$ cat config.mk
export PLATFORM = sky130hd
export DESIGN_NAME = k005297_trigger_bank
export DESIGN_NICKNAME = d
export VERILOG_FILES = /design/src/rtl/k005297_trigger_bank.sv
export SDC_FILE = /design/constraint.sdc
export NUM_CORES = 1
export LEC_CHECK = 0
export CORE_MARGIN = 4
export CORE_UTILIZATION = 39
export CTS_BUF_LIST = sky130_fd_sc_hd__clkbuf_8
export DETAILED_ROUTE_END_ITERATION = 8
export HOLD_SLACK_MARGIN = 0.03
export PLACE_DENSITY_LB_ADDON = 0.15
export SYNTH_ARGS = -nofsm -noshare
export SYNTH_HDL_FRONTEND = slang
export SYNTH_SLANG_ARGS = --single-unit
$ cat constraint.sdc
create_clock -name i_MCLK -period 1.5 [get_ports i_MCLK]
set_clock_uncertainty 0.1 [all_clocks]
set_input_delay 0.3 -clock i_MCLK [delete_from_list [all_inputs] [get_ports i_MCLK]]
set_output_delay 0.3 -clock i_MCLK [all_outputs]
set_load 0.05 [all_outputs]
$ cat src/rtl/k005297_trigger_bank.sv
// rtl/k005297_trigger_bank.sv - multi-channel step/phase compare trigger bank
// Optional address-reset strobe enabled by defining K005297_TRIGBANK_ADDR_RST_EN.
module k005297_trigger_bank #(
  parameter int CH     = 4,
  parameter int CNTW   = 10,
  parameter int PHASES = 20
) (
  input  logic                        i_MCLK,
  input  logic                        i_RST,
  input  logic                        i_CLK2M_PCEN_n,
  input  logic                        i_RUN,
  input  logic                        i_HALT,
  input  logic                        i_CYCLE_LSB,
  input  logic [CH*CNTW-1:0]          i_CMP_VAL,
  input  logic [CH-1:0]               i_CMP_PAR,
  input  logic [CH-1:0]               i_MODE,
  input  logic [CH-1:0]               i_CLR,
  output logic [CH-1:0]               o_TRIG,
  output logic [CNTW-1:0]             o_STEP,
  output logic [$clog2(PHASES)-1:0]   o_PHASE,
  output logic                        o_STEP_WRAP,
  output logic                        o_ADDR_RST
);

  localparam int PW = $clog2(PHASES);
  localparam logic [PW-1:0] PH_LAST = PW'(PHASES - 1);
  localparam logic [PW-1:0] PH_XFER = PW'(PHASES / 2);

  logic          ce;
  logic          qual;
  logic          at_last;
  logic          at_xfer;
  logic [CH-1:0] eq;
  logic [CH-1:0] eq_cmp;
  logic [CH-1:0] trig_next;

  assign ce      = ~i_CLK2M_PCEN_n;
  assign qual    = i_CYCLE_LSB | i_HALT;
  assign at_last = (o_PHASE == PH_LAST);
  assign at_xfer = (o_PHASE == PH_XFER);

  // Compare uses the step value before the end-of-step increment.
  always_comb begin
    eq_cmp = '0;
    for (int n = 0; n < CH; n++) begin
      eq_cmp[n] = (o_STEP == i_CMP_VAL[n*CNTW +: CNTW]) && (qual == i_CMP_PAR[n]);
    end
  end

  // Clear is applied last so it wins over a simultaneous transfer.
  always_comb begin
    trig_next = o_TRIG;
    if (i_RUN) begin
      if (at_xfer) begin
        for (int n = 0; n < CH; n++) begin
          trig_next[n] = i_MODE[n] ? eq[n] : (o_TRIG[n] | eq[n]);
        end
      end
    end else begin
      trig_next = o_TRIG & ~i_MODE;
    end
    trig_next = trig_next & ~i_CLR;
  end

  always_ff @(posedge i_MCLK) begin
    if (i_RST) begin
      o_PHASE     <= '0;
      o_STEP      <= '0;
      eq          <= '0;
      o_TRIG      <= '0;
      o_STEP_WRAP <= 1'b0;
    end else begin
      o_STEP_WRAP <= 1'b0;
      if (ce) begin
        o_TRIG <= trig_next;
        if (!i_RUN) begin
          o_PHASE <= '0;
          o_STEP  <= '0;
          eq      <= '0;
        end else if (at_last) begin
          o_PHASE     <= '0;
          o_STEP      <= o_STEP + CNTW'(1);
          eq          <= eq_cmp;
          o_STEP_WRAP <= (o_STEP == {CNTW{1'b1}});
        end else begin
          o_PHASE <= o_PHASE + PW'(1);
        end
      end
    end
  end

`ifdef K005297_TRIGBANK_ADDR_RST_EN
  localparam logic [PW-1:0] PH_PRE = PW'(PHASES - 2);
  logic pre_flag;

  always_ff @(posedge i_MCLK) begin
    if (i_RST) begin
      pre_flag <= 1'b0;
    end else if (ce) begin
      pre_flag <= i_RUN && (o_PHASE == PH_PRE);
    end
  end

  assign o_ADDR_RST = o_TRIG[0] & pre_flag;
`else
  assign o_ADDR_RST = 1'b0;
`endif

endmodule

==> impl_summary.md <==
Final layout
The antenna diode instance count is 0. The filler cells instantiated in the layout total 292. Relative to the synthesized area, the layout overhead comes to 92.2%. Registers take 519 um2. The fraction of layout cells with a size suffix above 1 is 0.388.

The area of combinational cells with multiple inputs is 1320 um2. The final net count is 361. The fraction of the core area covered by cells at the end of the flow is 0.774.

Worst setup path
The worst register-to-register path begins at o_PHASE[0]. The worst setup path is launched from a flip-flop. The longest individual stage delay on the worst path is 0.43 ns.

The kind of end point of the critical path is a flip-flop. Traced cell by cell, the critical path runs through ha_4, nand4bb_4, buf_12, a2111oi_4, xnor2_1, nor2_1. STA puts the critical path data required time at 1.56 ns.

The worst setup slack for register-to-register paths is -0.19 ns. The arrival time at the worst endpoint is 1.75 ns. The maximum fanout count along the critical path is 5.

The worst flop-to-flop path endpoint is o_STEP[8]. The count of cells along the worst register-to-register path is 6. The largest individual stage delay along the critical path comes from the cell sky130_fd_sc_hd__a2111oi_4. The critical path class is flip-flop to flip-flop.

Clock tree
The total clock sinks is 24. The buffer cell driving the clock tree root is sky130_fd_sc_hd__clkbuf_8. No sink is reached through more buffers than the 2 on the longest clock path. In this run the number of H-tree levels came out at 1. TritonCTS built the clock tree. The post-cts hold buffer count is 0. Clock-pin slew was measured on the worst setup and hold paths at 0.09 ns. Clock latency on the worst-skew pair, taken at its later pin, is 0.27 ns. TritonCTS created 3 clock buffers.

Die
The initial utilization of the core area, before any placement, comes to 0.402. The number of top-level design ports is 79. Row generation in the floorplan step produced 24 rows.

The die footprint is 5600 um2. The standard cell core area is 4320 um2. Measured along the x axis, the die boundary spans 74.8 um. The die outline height is 74.8 um.

Placed design
The detailed-placement wirelength estimate is 4.31 mm. At the end of routability-driven placement, the weighted congestion stood at 0.818. The count of buffers from port buffering is 77.

Drt
The detail-routed via count per cell is 5.17. The number of design-rule violations left by the first detailed-router iteration is 43. The remaining antenna violation count is 0. Across all layers, the routed design uses 1813 vias. The number of DRC violations after detailed routing is 0.

The mean routed wirelength per cell is 16.6 um. The pre-antenna-repair detailed-routing pass consisted of 4 iterations. The routed wire length is 5.84 mm.

Global route
Across every metal layer, demand over resource in global routing totals 0.215. The initial antenna violation count is 0. The number of global-route vias before repair is 1950. The first-pass GRT wire length is 9.22 mm. The global route total overflow is 0.

Entering global routing, the biggest net connects 15 pins.

Synth
The post-synthesis instance area is 1740 um2. Yosys printed 0 warnings. The biggest area consumer among synthesized cells is sky130_fd_sc_hd__dfxtp_1. Yosys attributes the largest share of cell area to sky130_fd_sc_hd__dfxtp_1 (28%), sky130_fd_sc_hd__xnor2_1 (14%), sky130_fd_sc_hd__xor2_1 (13%), sky130_fd_sc_hd__buf_6 (5.2%), sky130_fd_sc_hd__nor2_1 (3.9%). Of the synthesized area, sequential elements account for 0.276.

The number of standard cells after synthesis is 190. The netlist uses 32 different library cells. The fraction of registers with async set/reset is 0. The synthesized design contains 0 enable-type register cells.

The post-synthesis register bit count is 24. Of the post-synthesis cell area, the dominant cell type holds 0.276. In the synthesized netlist the dominant register cell turns out to be sky130_fd_sc_hd__dfxtp_1.

The average cell area after synthesis is 9.16 um2. The net count after synthesis is 251.

Timing
The final critical-path required period is 1.69 ns. The final hold violation count is 0. The number of max-slew violations in the final report came to 0. The maximum clock frequency is 0.593 GHz.

The fraction of the cycle the final worst path needs is 1.12. Setup repair after global routing could not meet its margin everywhere. Setup violations remaining at the end of the flow were counted as 20.

In the post-route analysis, the smallest setup slack over all paths is -0.187 ns.

Worst hold path
The worst min-delay path startpoint is eq[0]. The worst hold path stage count is 1. The hold path endpoint is eq[0].

The min-delay analysis places its worst path in the category flip-flop to flip-flop.

Pwr
The total power is 1550 uW. The static leakage power is 0.00125 uW. IR analysis of the VDD net gives a maximum drop of 0.341 mV. Dividing total power by cell area gives a power density of 464 nW/um2.

Outcome
The run finished, with violations left. The checks that failed: negative setup slack.

Flow run
Across the run, the number of max-cap violations was 0.
[sequential cells by signal (all words and copies together) (netlist names)]
| signal | flops |
|---|---|
| o_STEP_WRAP | 1 |
| o_STEP | 10 |
| o_PHASE | 5 |
| eq | 4 |
| o_TRIG | 4 |
[how the worst max path moves through the flow]
stage                end       start  slack [ns]  cells after the start
5_1_grt        o_STEP[8]  o_PHASE[0]       -0.27                      6
3_5_place_dp       eq[3]      i_HALT       -0.39                      5
4_1_cts        o_TRIG[3]  o_PHASE[1]       -0.12                      7
2_1_floorplan  o_STEP[8]  o_PHASE[1]        -0.1                      6
6_report       o_STEP[8]  o_PHASE[0]       -0.19                      6
3_3_place_gp       eq[3]      i_HALT       -0.33                      5
[cells in the mapped netlist (2+ instances only)]
| cell | number |
|---|---|
| sky130_fd_sc_hd__xor2_1 | 26 |
| sky130_fd_sc_hd__inv_1 | 4 |
| sky130_fd_sc_hd__clkbuf_1 | 5 |
| sky130_fd_sc_hd__a21oi_1 | 9 |
| sky130_fd_sc_hd__nor3b_1 | 2 |
| sky130_fd_sc_hd__o21ai_0 | 4 |
| sky130_fd_sc_hd__buf_4 | 3 |
| sky130_fd_sc_hd__and3_1 | 5 |
| sky130_fd_sc_hd__xnor2_1 | 28 |
| sky130_fd_sc_hd__a32o_1 | 4 |
| sky130_fd_sc_hd__nand3_1 | 5 |
| sky130_fd_sc_hd__nor4_1 | 8 |
| sky130_fd_sc_hd__nand4_1 | 8 |
| sky130_fd_sc_hd__a2111oi_0 | 4 |
| sky130_fd_sc_hd__a211oi_1 | 5 |
| sky130_fd_sc_hd__buf_6 | 8 |
| sky130_fd_sc_hd__nor2_1 | 18 |
| sky130_fd_sc_hd__a2111oi_4 | 2 |
| sky130_fd_sc_hd__ha_1 | 3 |
| sky130_fd_sc_hd__nand2_1 | 4 |
| sky130_fd_sc_hd__dfxtp_1 | 24 |
[final cells by class]
cell class	count	area share
tap	52	0.0194
multi-input combinational	146	0.393
clock buffer	3	0.0123
clock inverter	1	0.00898
sequential	24	0.155
inverter	4	0.00449
timing repair buffer	121	0.407
[what timing repair did]
| action | in CTS | in global routing |
|---|---|---|
| pin swaps | 11 | 13 |
| gates cloned | 1 | 0 |
| buffers inserted | 5 | 4 |
| endpoints found under the setup margin | 17 | 25 |
| resized for setup | 24 | 17 |
[cell families (layout without fill, tap and decap cells)]
kind of cell / Yosys count / count (layout) / synth area share
compound gates: 30 / 30 / 0.143
xor+xnor: 54 / 54 / 0.272
fa+ha+maj: 3 / 3 / 0.0216
buf+inv: 20 / 129 / 0.0841
flops: 24 / 24 / 0.276
mux: 1 / 1 / 0.00647
other cells: 1 / 1 / 0.00215
simple gates: 57 / 57 / 0.195
[stage by stage]
stage	hold WS, ns	instances	setup WS (ns)	instance area, um2	setup TNS, ns
floorplan	0.315	190	-0.0965	1810	-0.845
global placement	0.382	337	-0.332	3000	-5.90
detailed placement	0.400	337	-0.394	3000	-6.34
CTS	0.421	347	-0.115	3240	-0.753
global route	0.450	351	-0.269	3350	-3.30
finish	0.412	351	-0.187	3350	-1.83
[report_power, final]
| group | switching [uW] | total, uW | internal (uW) |
|---|---|---|---|
| logic | 133 | 351 | 218 |
| clock network | 215 | 572 | 357 |
| registers | 3.21 | 629 | 626 |
| total | 352 | 1550 | 1200 |
[critical path: cells and delay by family, from the launching register on]
kind | cells | cell delay (ns)
AO/OA/AOI/OAI | 1 | 0.43
flip-flops | 1 | 0.38
AND/OR/NAND/NOR | 2 | 0.18
XOR/XNOR | 1 | 0.18
buffers and inverters | 1 | 0.16
adder cells (fa/ha/maj) | 1 | 0.15
[layout by cell type, fill, tap and decap left out, drive strengths merged, types with 2 or more instances in the layout]
cell	n
inv	4
nand4	8
a32o	4
a211oi	5
buf	64
a2111oi	6
xnor2	28
nor4	8
a21oi	9
ha	3
nor3b	3
nand4bb	2
nand3	5
dfxtp	24
and3	5
clkdlybuf4s50	56
nand2	4
clkbuf	3
nor2	18
xor2	26
o21ai	4
[metal layers]
layer,up-vias,share of wire,GRT usage
met3,6,0.072,0.0360
li1,881,-,-
met4,0,0.0070,0.0474
met5,-,0,0
met2,59,0.49,0.384
met1,867,0.43,0.271
Note: power is estimated with default switching activity, not from simulation.
==> RTL change 1: new RTL, same flow settings <==
Change the parameter `CNTW` from 10 to 11.
--- a/src/rtl/k005297_trigger_bank.sv
+++ b/src/rtl/k005297_trigger_bank.sv
@@ -4,3 +4,3 @@
   parameter int CH     = 4,
-  parameter int CNTW   = 10,
+  parameter int CNTW   = 11,
   parameter int PHASES = 20
Ports: changed (resized i_CMP_VAL and o_STEP); port bits go from 79 to 84. The function was not compared with the original's and may differ.
==> RTL change 1 against the unedited design <==
  * The flow still finishes with violations (negative setup slack)
  * Power shrank 6.1%
  * Sequential share of layout area grew 0.48 points
  * Wire length grew 8.4%
  * Synthesized area increased by 5.8%
  * Core utilization fell by 1.9 points
  * Cell area rose by 0.97%
  * Sequential cell count grew 1
  * Worst setup slack improved by 39 ps
  * First-iteration DRC count up 16%
  * Cell count increased by 5.1%
  * Synthesized cell count increased by 10%
  * Sequential power up 4.6%
  * Worst hold slack got worse by 8.4 ps
==> RTL change 1: results (changes against the unedited design) <==
| Metric | Value |
|---|---|
| Cell total after placement | 361 (was 337) |
| Wire per inst | 17.1 µm (was 16.6 µm) |
| Unique masters post-synth | 37 (was 32) |
| Slowest cell delay on critical path | 380 ps (was 430 ps) |
| Max stage delay cell, worst path | dfxtp_4 (was a2111oi_4) |
| Largest regs | o_STEP (11), o_PHASE (5) (was o_STEP (10), o_PHASE (5)) |
| Tot GR Track Use | 0.209 (was 0.215) |
| DR WL met2 | 3200 µm (was 2850 µm) |
| Clock latency on the worst-skew pair | 270 ps (about the same) |
| Setup ws final | -148 ps (was -187 ps) |
| Largest net degree at the start of global routing | 16 (was 15) |
| Syn_nets | 274 (was 251) |
| Initial antenna violation count | 0 (unchanged) |
| Met1 global-route usage | 0.259 (was 0.271) |
| Most frequent cells after synthesis | 47 x xor2_1, 25 x dfxtp_1, 17 x nor2_1, 13 x xnor2_1, 12 x inv_1 (was 28 x xnor2_1, 26 x xor2_1, 24 x dfxtp_1, 18 x nor2_1, 9 x a21oi_1) |
| Area contributors post-synth | dfxtp_1 27%, xor2_1 22%, xnor2_1 6.2% (was dfxtp_1 28%, xnor2_1 14%, xor2_1 13%) |
| Ys Warns | 0 (unchanged) |
| CTS resizes | 15 (was 24) |
| Internal | 1.08 mW (was 1.20 mW) |
| Share of cells above drive strength 1 | 0.334 (was 0.388) |
| TritonRoute pass-1 iters | 4 (unchanged) |
| Mux cell area share after synthesis | 0.00543 (was 0.00647) |
| Fin nets | 383 (was 361) |
| Syn avg cell area | 8.81 µm² (was 9.16 µm²) |
| Seq/Total Area, Yosys | 0.272 (was 0.276) |
| Peak VDD IR | 339 µV (was 341 µV) |
| Post-detail-place hpwl | 4610 µm (was 4310 µm) |
| Vias in the first global route | 2024 (was 1950) |
| Worst-path clk slew | 90 ps (about the same) |
| Violations in the final reports | negative setup slack (unchanged) |
| Power Combinational | 0.379 mW (was 0.351 mW) |
| Result of the run | finished with violations (unchanged) |
| Met1 wire length | 2650 µm (was 2520 µm) |
| Post-CTS Setup Bufs | 1 (was 5) |
| Arrival time at the worst endpoint | 1710 ps (was 1750 ps) |
| Leak pwr | 1.38 nW (was 1.25 nW) |
| DR vias | 1913 (was 1813) |
| Psw | 0.382 mW (was 0.352 mW) |
| Met2 usage | 0.353 (was 0.384) |
| Fraction of the mapped netlist area in adder cells | 0.0204 (was 0.0216) |
| Met3 usage | 0.0527 (was 0.0360) |
| Final setup vio count | 14 (was 20) |
| Place WS | -386 ps (was -394 ps) |
| Met3 layer wire length in the routed design | 387 µm (was 423 µm) |
| 1st-iter DRT viols | 50 (was 43) |
| Finished Layout Cells | 369 (was 351) |
| Delay-heaviest family, CP | flip-flops (was compound AO/OA/AOI/OAI gates) |
| Placer Congestion | 0.898 (was 0.818) |
| First-pass GRT wire length | 9970 µm (was 9220 µm) |
| Compound-cell area share of the yosys netlist | 0.150 (was 0.143) |
| TNS Setup | -1020 ps (was -1830 ps) |
| DP Area | 3170 µm² (was 3000 µm²) |
| Post-synthesis xor/xnor area fraction | 0.285 (was 0.272) |
-- RTL change 1: cell types whose count changed after synthesis, sizes merged, moves of 4 or more --
cell | before | now
xor2 | 26 | 47
xnor2 | 28 | 13
inv | 4 | 12
and3 | 5 | 0
nor3 | 0 | 5
a32o | 4 | 0
o21ai | 4 | 0
o22ai | 0 | 4
-- RTL change 1: final cells by class --
class,count,area (µm²)
inverters,12,45.0
clock inverters,1,7.51
fillers,321,1100
clock buffers,3,41.3
repair buffers,121,1340
multi-input cells,155,1340
flip-flops and latches,25,541
well taps,52,65.1
-- RTL change 1: path summary, 6_finish.rpt --
check / startpoint / endpoint / slack (ps) / cells after the start
hold reg to reg: eq[3] / eq[3] / 400 / 2
setup reg to reg: o_PHASE[0] / o_STEP[7] / -150 / 6
hold / removal: eq[3] / eq[3] / 400 / 2
setup / recovery: o_PHASE[0] / o_STEP[7] / -150 / 6
==> RTL change 2: new RTL, same settings <==
Made on the original files. Put one more register stage on the output `o_STEP`, without a reset. The value now appears one clock later. The other outputs are not delayed to match.
--- a/src/rtl/k005297_trigger_bank.sv
+++ b/src/rtl/k005297_trigger_bank.sv
@@ -28,2 +28,4 @@
 
+  logic [CNTW-1:0] o_STEP_s0;
+
   logic          ce;
@@ -45,3 +47,3 @@
     for (int n = 0; n < CH; n++) begin
-      eq_cmp[n] = (o_STEP == i_CMP_VAL[n*CNTW +: CNTW]) && (qual == i_CMP_PAR[n]);
+      eq_cmp[n] = (o_STEP_s0 == i_CMP_VAL[n*CNTW +: CNTW]) && (qual == i_CMP_PAR[n]);
     end
@@ -67,3 +69,3 @@
       o_PHASE     <= '0;
-      o_STEP      <= '0;
+      o_STEP_s0   <= '0;
       eq          <= '0;
@@ -77,3 +79,3 @@
           o_PHASE <= '0;
-          o_STEP  <= '0;
+          o_STEP_s0 <= '0;
           eq      <= '0;
@@ -81,5 +83,5 @@
           o_PHASE     <= '0;
-          o_STEP      <= o_STEP + CNTW'(1);
+          o_STEP_s0   <= o_STEP_s0 + CNTW'(1);
           eq          <= eq_cmp;
-          o_STEP_WRAP <= (o_STEP == {CNTW{1'b1}});
+          o_STEP_WRAP <= (o_STEP_s0 == {CNTW{1'b1}});
         end else begin
@@ -108,2 +110,6 @@
 
+  always_ff @(posedge i_MCLK) begin
+    o_STEP <= o_STEP_s0;
+  end
+
 endmodule
Formal check against the unedited RTL: same outputs for any inputs over 10 cycles, from zero or initial values and one cycle with i_RST high; that may be too few to reach the edited logic, so the function may still have changed.
==> RTL change 2 against the unedited design <==
  * The run still ends with negative setup slack left
  * Worst setup slack improved by 20 ps
  * Fmax grew 1.2%
  * Synthesized area rose by 7.3%
  * Power grew 22%
  * Core utilization shrank 0.48 points
  * Sequential cell count up 10
  * Cell count grew 6.3%
  * Wire length up 2.7%
  * First-iteration DRC count is 140% higher
  * Cell area rose by 3.5%
  * Critical endpoint is now o_STEP_s0[8]
==> RTL change 2: results (changes against the unedited design) <==
| Metric | Value |
|---|---|
| Result of the run | finished with violations (unchanged) |
| Violations in the final reports | negative setup slack (unchanged) |
| Area contributors post-synth | dfxtp_1 36%, xnor2_1 12%, xor2_1 12% (was dfxtp_1 28%, xnor2_1 14%, xor2_1 13%) |
| Worst reg2reg path depth | 5 (was 6) |
| DR vias | 1940 (was 1813) |
| Post-detail-place hpwl | 4510 µm (was 4310 µm) |
| Power in the clock group | 0.617 mW (was 0.572 mW) |
| Share of cells above drive strength 1 | 0.330 (was 0.388) |
| Tot GR Track Use | 0.198 (was 0.215) |
| # H-tree levels | 2 (was 1) |
| Wire per inst | 16.1 µm (was 16.6 µm) |
| Placer Congestion | 0.885 (was 0.818) |
| Final setup vio count | 14 (was 20) |
| Cell total after placement | 358 (was 337) |
| Power Combinational | 0.363 mW (was 0.351 mW) |
| Mux cell area share after synthesis | 0 (was 0.00647) |
| Fraction of the mapped netlist area in adder cells | 0.0201 (was 0.0216) |
| Net Sw Frac | 0.240 (was 0.227) |
| Largest net degree at the start of global routing | 11 (was 15) |
| Vias in the first global route | 1983 (was 1950) |
| Psw | 0.452 mW (was 0.352 mW) |
| Unique masters post-synth | 37 (was 32) |
| Most frequent cells after synthesis | 34 x dfxtp_1, 26 x xnor2_1, 25 x xor2_1, 14 x nor2_1, 13 x a21oi_1 (was 28 x xnor2_1, 26 x xor2_1, 24 x dfxtp_1, 18 x nor2_1, 9 x a21oi_1) |
| Met3 layer wire length in the routed design | 366 µm (was 423 µm) |
| Total Routed Length | 5990 µm (was 5840 µm) |
| Leak pwr | 1.33 nW (was 1.25 nW) |
| Setup ws final | -168 ps (was -187 ps) |
| Max stage delay cell, worst path | or4_4 (was a2111oi_4) |
## RTL change 2: cell types whose count changed in the layout (fill, tap and decap cells not counted), moves of 3 or more
cell	unedited run	this run
a2111oi_2	2	5
a21oi_1	6	10
a21oi_2	0	3
a21oi_4	3	0
buf_4	37	45
dfxtp_1	9	29
dfxtp_2	7	3
dfxtp_4	8	2
inv_1	3	6
nor2_2	4	1
## RTL change 2: cell type report
type / instances / area, µm²
clock buffer: 5 / 68.8
multi-input combinational: 149 / 1250
fill: 318 / 1040
timing repair buffer: 125 / 1350
sequential: 34 / 692
tap: 52 / 65.1
clock inverter: 2 / 7.51
inverter: 6 / 26.3
## RTL change 2: how the worst min path moves through the flow
stage / slack (ps) / to / startpoint / depth (start not counted)
after floorplan: 230 / o_STEP[2] / o_STEP_s0[2] / 0
after global placement: 240 / o_STEP[7] / o_STEP_s0[7] / 0
after detailed placement: 240 / o_STEP[7] / o_STEP_s0[7] / 0
after CTS: 250 / o_STEP[7] / o_STEP_s0[7] / 0
after global routing: 260 / o_STEP[7] / o_STEP_s0[7] / 0
final: 250 / o_STEP[7] / o_STEP_s0[7] / 0
## RTL change 2: logic make-up after synthesis
kind of cell | after synthesis
fa+ha+maj | 3
xor+xnor | 51
flops | 34
compound gates | 39
buf+inv | 22
other cells | 1
simple gates | 55
## RTL change 2: routing by layer
metal	vias up	track usage
met5	-	0
met4	0	0.0623
met3	11	0.0433
met2	74	0.370
met1	909	0.219
li1	946	-
## RTL change 2: repair_timing
item	in CTS	in global routing
pin swaps	7	6
buffers inserted	6	2
setup endpoints to repair	16	19
gates resized for setup	18	9
## RTL change 2: worst max-delay path: cells and delay by family, from the launching register on
kind,cells,cell delay (ps)
adder cells (fa/ha/maj),1,150
AO/OA/AOI/OAI,2,380
flip-flops,1,380
AND/OR/NAND/NOR,2,600
